--- config.mk ---
export PLATFORM = sky130hd
export DESIGN_NAME = counter_ctrl
export DESIGN_NICKNAME = d
export VERILOG_FILES = /design/src/rtl/counter_ctrl_pkg.sv /design/src/rtl/counter_ctrl_load_counter.sv /design/src/rtl/counter_ctrl.sv
export SDC_FILE = /design/constraint.sdc
export NUM_CORES = 1
export LEC_CHECK = 0
export ABC_AREA = 1
export CORE_UTILIZATION = 53
export DETAILED_ROUTE_END_ITERATION = 8
export PLACE_DENSITY = 0.79
export SYNTH_ARGS = -nofsm -noshare
export SYNTH_HDL_FRONTEND = slang
export SYNTH_SLANG_ARGS = --single-unit
--- constraint.sdc ---
create_clock -name clk -period 1.71 [get_ports clk]
set_clock_uncertainty 0.2 [all_clocks]
set_input_delay 0.171 -clock clk [delete_from_list [all_inputs] [get_ports clk]]
set_output_delay 0.171 -clock clk [all_outputs]
set_load 0.02 [all_outputs]
--- src/rtl/counter_ctrl_pkg.sv ---
// counter_ctrl_pkg: shared state encoding for the counter sequencer.
package counter_ctrl_pkg;
    localparam int STATE_W = 3;
    typedef enum logic [STATE_W-1:0] {
        S_IDLE  = 3'd0,
        S_LOAD  = 3'd1,
        S_RUN   = 3'd2,
        S_PAUSE = 3'd3,
        S_DONE  = 3'd4
    } state_e;
endpackage

--- src/rtl/counter_ctrl_load_counter.sv ---
// load_counter: clearable up-counter; clear wins over increment.
module load_counter #(
    parameter int WIDTH = 4
) (
    input  logic             clk,
    input  logic             rst_n,
    input  logic             clr,
    input  logic             inc,
    output logic [WIDTH-1:0] q
);
    always_ff @(posedge clk or negedge rst_n) begin
        if (!rst_n)   q <= '0;
        else if (clr) q <= '0;
        else if (inc) q <= q + 1'b1;
    end
endmodule

--- src/rtl/counter_ctrl.sv ---
// counter_ctrl: start/stop/pause sequencer with prescaler and terminal-count
// compare driving a loadable up-counter; one-shot or periodic operation.
module counter_ctrl
    import counter_ctrl_pkg::*;
#(
    parameter int WIDTH = 4,
    parameter int PRE_W = 8
) (
    input  logic               clk,
    input  logic               rst_n,
    input  logic               start,
    input  logic               stop,
    input  logic               pause,
    input  logic               periodic,
    input  logic [WIDTH-1:0]   term_val,
    input  logic [PRE_W-1:0]   prescale,
    output logic [WIDTH-1:0]   cnt_q,
    output logic               tick,
    output logic               wrap,
    output logic               done,
    output logic               busy,
    output logic [STATE_W-1:0] state_o
);
    state_e             state_q, state_d;
    logic [PRE_W-1:0]   pre_cnt_q, pre_cnt_d, pre_q, pre_d;
    logic [WIDTH-1:0]   term_q, term_d;
    logic               per_q, per_d;
    logic               last, clr, inc;

    assign last    = cnt_q == term_q;
    assign tick    = (state_q == S_RUN) && (pre_cnt_q == pre_q) && !pause;
    assign wrap    = tick && last && per_q && !stop;
    assign done    = state_q == S_DONE;
    assign busy    = state_q != S_IDLE;
    assign state_o = state_q;
    assign clr     = (busy && stop) || (state_q == S_LOAD) || wrap;
    assign inc     = tick && !last;

    load_counter #(.WIDTH(WIDTH)) u_cnt (
        .clk  (clk),
        .rst_n(rst_n),
        .clr  (clr),
        .inc  (inc),
        .q    (cnt_q)
    );

    always_comb begin
        state_d   = state_q;
        pre_cnt_d = pre_cnt_q;
        term_d    = term_q;
        pre_d     = pre_q;
        per_d     = per_q;
        case (state_q)
            S_IDLE: if (start && !stop) begin
                state_d = S_LOAD;
                term_d  = term_val;
                pre_d   = prescale;
                per_d   = periodic;
            end
            S_LOAD: begin
                state_d   = S_RUN;
                pre_cnt_d = '0;
            end
            S_RUN: begin
                if (pause) state_d = S_PAUSE;
                else if (tick) begin
                    pre_cnt_d = '0;
                    state_d   = (last && !per_q) ? S_DONE : S_RUN;
                end else pre_cnt_d = pre_cnt_q + 1'b1;
            end
            S_PAUSE: state_d = pause ? S_PAUSE : S_RUN;
            S_DONE:  state_d = S_IDLE;
            default: state_d = S_IDLE;
        endcase
        // Abort overrides whatever the state logic decided.
        if (busy && stop) begin
            state_d   = S_IDLE;
            pre_cnt_d = '0;
        end
    end

    always_ff @(posedge clk or negedge rst_n) begin
        if (!rst_n) begin
            state_q   <= S_IDLE;
            pre_cnt_q <= '0;
            term_q    <= '0;
            pre_q     <= '0;
            per_q     <= 1'b0;
        end else begin
            state_q   <= state_d;
            pre_cnt_q <= pre_cnt_d;
            term_q    <= term_d;
            pre_q     <= pre_d;
            per_q     <= per_d;
        end
    end
endmodule
## Word-level counts from Yosys, hierarchy flattened

Cells that the tools add are included.
Widths: inputs -> output; s select.

- Flip-flop bits (word level): 28
- Input port bits: 18
- Output and inout port bits: 11
- Word-level logic and storage cells: 52

- Add/subtract/negate cells: 2
- Equality and inequality tests: 9
- Multiplexer cells: 13
- Reduce and logical (&&, ||, !) cells: 22

Operators with widths:

| cell | number |
|---|---|
| $mux 8 | 3 |
| $pmux 8 s2 | 1 |
| $mux 3 | 5 |
| $pmux 3 s4 | 1 |
| $logic_and 1x1->1 | 9 |
| $add 8x1->8 const B | 1 |
| $eq 8x8->1 | 1 |
| $mux 4 | 2 |
| $eq 3x2->1 const B | 2 |
| $reduce_and 2->1 | 3 |
| $reduce_bool 3->1 | 2 |
| $add 4x1->4 const B | 1 |
| $eq 4x4->1 | 1 |
| $logic_not 1->1 | 4 |
| $ne 4x3->1 const B | 1 |
| $eq 3x1->1 const B | 1 |
| $eq 3x3->1 const B | 1 |
| $logic_not 3->1 | 1 |
| $ne 3x2->1 const B | 1 |
| $ne 3x3->1 const B | 1 |
| $logic_or 1x1->1 | 2 |
| $reduce_bool 2->1 | 1 |
| $mux 1 | 1 |

## Logic depth before layout (Yosys ltp)

- Word-level depth: 8
- Gate-level depth with buffers: 12
- Mapped depth without buffers: 12

## Cells and area by module

Synthesis repeated with hierarchy kept, for this count alone.

- Cells, all modules: 227
- Area, all modules: 1707.9 µm²

Modules (own cells, without submodules):

| module | times used | cells an instance | area an instance (µm²) | sequential area each (µm²) |
|---|---|---|---|---|
| counter_ctrl | 1 | 203 | 1506.4 | 600.6 |
| load_counter | 1 | 24 | 201.4 | 100.1 |

## Least setup slack after synthesis

No wires, ideal clock.

- Kind: flip-flop to output port
- Start: register state_q[2] (netlist: state_o[2])
- End: output wrap
- Arrival time: 1.518 ns
- Data required time: 1.339 ns
- Path slack: -0.179 ns
- Stages on the path, launching flop included: 8
- Path buffers: 0
- Cells stage by stage: dfrtp_1 -> inv_1 -> nand3_2 -> nor3_1 -> nand2_1 -> nor4_1 -> nand2_1 -> nor2_1

- Word-level cells in the longest chain between the ends: 6

Ends and longest elaborated chain:

| item | RTL line | text |
|---|---|---|
| start: declaration | counter_ctrl.sv:24 | `state_e state_q, state_d;` |
| start signal: assignment | counter_ctrl.sv:90 | `state_q <= state_d;` |
| $eq 3x2->1 | counter_ctrl.sv:31 | `assign tick = (state_q == S_RUN) && (pre_cnt_q == pre_q) && !pause;` |
| $logic_and 1x1->1 (2 in a row) | counter_ctrl.sv:31 |  |
| $logic_and 1x1->1 (3 in a row) | counter_ctrl.sv:32 | `assign wrap = tick && last && per_q && !stop;` |
| end: declaration | counter_ctrl.sv:19 | `output logic wrap,` |

No other way between the ends.

## Final worst setup path

- Start: register pre_q[6]
- End: output wrap

- Word-level cells in the longest chain between the ends: 6

Ends and longest elaborated chain:

| item | RTL line | text |
|---|---|---|
| start: declaration | counter_ctrl.sv:25 | `logic [PRE_W-1:0] pre_cnt_q, pre_cnt_d, pre_q, pre_d;` |
| start signal: assignment | counter_ctrl.sv:93 | `pre_q <= pre_d;` |
| $eq 8x8->1 | counter_ctrl.sv:31 |  |
| $logic_and 1x1->1 (2 in a row) | counter_ctrl.sv:31 |  |
| $logic_and 1x1->1 (3 in a row) | counter_ctrl.sv:32 |  |

No other way between the ends.

==> run_results.csv <==
group,metric,value,unit
global_route,grt_max_degree,29,
finish,drive_gt1_share,38.21,%
status,violations,"setup timing",
placement,portBuffers,28,
drt,ant_nets,0,
clocking,cts_made_buffers,3,
worst_setup_path,startpoint,"pre_q[6]",
worst_setup_path,critPathTopFamily,"simple AND/OR/NAND/NOR gates",
synthesis,synth_top_cell_by_area,"dfrtp_1",
floorplanning,die_h,61.05,um
finish,nNetsFinal,390,
timing,fmax,448.7,MHz
pwr,p_leak,1.562,nW
synthesis,syn-cell-area,0.001848,mm2
timing,period_minus_slack,2.228,ns
global_route,grt_pass1_vias,1918,
worst_setup_path,crit_path_max_incr_delay,0.42,ns
worst_setup_path,cp-start-kind,"flip-flop",
clocking,cts_tree,"yes",
placement,place_hpwl,3621,um
global_route,grt_usage,30.17,%
drt,drc,0,
floorplanning,initial_core_util,55.38,%
timing,postLayoutSetupSlackWorst,-0.5184,ns
pwr,cellPowerDensity,1316,mW/mm2
finish,multi_input_area,0.001152,mm2
timing,setup_viol,20,
synthesis,synthTopCellsByArea,"dfrtp_1 (38%), nand2_1 (16%), inv_1 (9.5%)",
clocking,clk_latency,0.35,ns
drt,wire_per_inst,19.21,um
drt,vias_per_cell,5.925,
timing,finalCritPeriodShare,130.3,%
hold_path,holdCritPathClass,"primary input to flip-flop",
worst_setup_path,crit_type,"flip-flop to output port",
clocking,cts_max_level,1,
hold_path,hold_path_startpoint,"term_val[3]",
worst_setup_path,path_max_fanout,3,
clocking,cts_root_buf,"clkbuf_4",
worst_setup_path,path_cells,"inv_1 -> nand2_1 -> nand2_2 -> nor2_4 -> nand2_2 -> nor4_4 -> nand2_2 -> nor2_4 -> buf_6",
worst_setup_path,reg2reg_from,"pre_cnt_q[5]",
timing,fin_hold_ws,0.1736,ns
timing,tightest_slew,0.3658,ns
finish,layout.area.seq,704.4,um2
synthesis,synth.distinct_cells,28,
finish,n_antenna_cell,0,
floorplanning,num_io_pins,29,
drt,drt-total-wl,7971,um
worst_setup_path,arrival,1.86,ns
timing,rsz0062_at_grt,"yes",
synthesis,ys_seq_area_share,37.91,%
pwr,fin_total_pwr,3.903,mW
worst_setup_path,required,1.34,ns
floorplanning,rows,21,
drt,drt_iter0_markers,471,
synthesis,ys_ff_latch,28,
global_route,grt_pass1_wl,8190,um
synthesis,postSynthAreaPerCell,6.845,um2
clocking,cts.path.max_buffers,2,
clocking,cts.reportedPaths.clkPinSlew,0.17,ns
finish,fillers,167,
synthesis,ys_warn_count,0,
placement,place.gp.congestion,0.8979,
worst_setup_path,cpMaxStageDelayCell,"dfrtp_1",
synthesis,netlist_instances,270,
timing,relSlewSlack,75.61,%
finish,synthToLayoutAreaGrowth,60.46,%
run,drv_cap,0,
floorplanning,die-width,61.05,um
worst_setup_path,crit_path_end_kind,"output port",
drt,route.vias.total,2459,
synthesis,syn-num-nets,290,
status,status,"finished, violations left",
worst_setup_path,crit_top_cell,"nand2_2",
global_route,antenna_found_initial,0,
synthesis,yosysTopAreaCellShare,37.91,%
worst_setup_path,critPathBufInv,2,
pwr,ir_drop,0.7117,mV
clocking,cts_num_sinks,28,
timing,drv_slew,0,
global_route,overflow,0,
floorplanning,die_area,0.003727,mm2
timing,final_hold_viol_count,0,
floorplanning,core,0.003337,mm2
drt,first_pass_iters,5,
[cell families (layout without fill, tap and decap cells)]
| logic type | after synthesis | in the layout | synth area share [%] |
|---|---|---|---|
| AOI/OAI and AO/OA | 20 | 20 | 6.026 |
| xor gates and xnor gates | 4 | 4 | 1.896 |
| adders and majority gates | 2 | 2 | 1.354 |
| buffers and inverters | 51 | 150 | 10.63 |
| DFF | 28 | 28 | 37.91 |
| muxes | 1 | 1 | 0.6093 |
| and+or+nand+nor | 164 | 164 | 41.57 |
[per-stage QoR]
step / setup WS (ns) / instances / utilization (%) / area [um2] / setup TNS [ns]
final: -0.5184 / 415 / 88.86 / 2965 / -6.039
after global routing: -0.6795 / 415 / 88.86 / 2965 / -8.687
after CTS: -0.4386 / 408 / 82.30 / 2746 / -1.801
after detailed placement: -0.5872 / 396 / 78.14 / 2608 / -2.500
after global placement: -0.5104 / 396 / 78.14 / 2608 / -2.207
after floorplan: 0.02342 / 270 / - / 1872 / 0
[tightest hold or removal path: cells and delay by family]
kind	cells	cell delay (ns)
and+or+nand+nor	1	0.10
buffers and inverters	1	0.39
AOI/OAI and AO/OA	1	0.05
[area by class of cell]
cell class / count / area share [%]
sequential: 28 / 23.76
multi-input combinational: 191 / 38.86
inverter: 49 / 6.540
clock buffer: 4 / 1.224
timing repair buffer: 97 / 27.68
tap: 46 / 1.941
[cell usage after synthesis (all sizes together)]
| cell type | count |
|---|---|
| mux2 | 1 |
| xnor2 | 1 |
| nor3 | 5 |
| clkbuf | 2 |
| inv | 49 |
| nand3 | 20 |
| nor2 | 39 |
| dfrtp | 28 |
| nand4 | 8 |
| nand2 | 88 |
| a21oi | 15 |
| and3 | 3 |
| a22oi | 1 |
| xor2 | 3 |
| ha | 2 |
| o21ai | 3 |
| o22ai | 1 |
| nor4 | 1 |
[state kept, by name (all words and copies together) (netlist names)]
register   count
state_o        3
u_cnt.q        4
term_q         4
per_q          1
pre_q          8
pre_cnt_q      8
[timing repair]
item | CTS | global route
setup endpoints to repair | 25 | 30
pin swaps | 11 | 13
hold buffers | 1 | 0
gates resized for setup | 43 | 47
endpoints found under the hold margin | 13 | 0
buffers inserted | 7 | 7
cloned | 0 | 1
[routing by layer]
metal	GRT usage, %	vias up	wire [um]
li1	-	1036	-
met4	11.04	0	589
met3	4.622	76	768
met1	38.47	1130	2878
met5	0	-	0
met2	51.86	217	3736
[final timing paths]
kind / end / slack (ns) / depth (start not counted)
setup / recovery: wrap / -0.52 / 9
hold / removal: term_q[3] / 0.17 / 3
setup reg to reg: pre_cnt_q[4] / -0.41 / 10
hold reg to reg: pre_q[3] / 0.44 / 3
max in group asynchronous: pre_cnt_q[4] / 0.52 / 3
min in group asynchronous: per_q / 0.51 / 3
[power by group]
| part | leakage [nW] | internal, mW | switching (mW) | total, mW |
|---|---|---|---|---|
| sequential | 0.344 | 0.851 | 0.164 | 1.01 |
| clock | 0.0210 | 0.131 | 0.223 | 0.354 |
| combinational | 1.20 | 1.07 | 1.46 | 2.53 |
[placed cells by master (no fill, tap or decap), drive strengths merged, types with 2 or more instances in the layout]
cell           count
clkdlybuf4s50     17
o21ai              3
clkbuf             4
dfrtp             28
a21oi             15
dlygate4sd2        7
ha                 2
nor3               5
and3               3
nor2              39
inv               49
nand2             88
xor2               3
nand3             20
buf               72
nand4              8
Note: power is estimated with default switching activity, not from simulation.
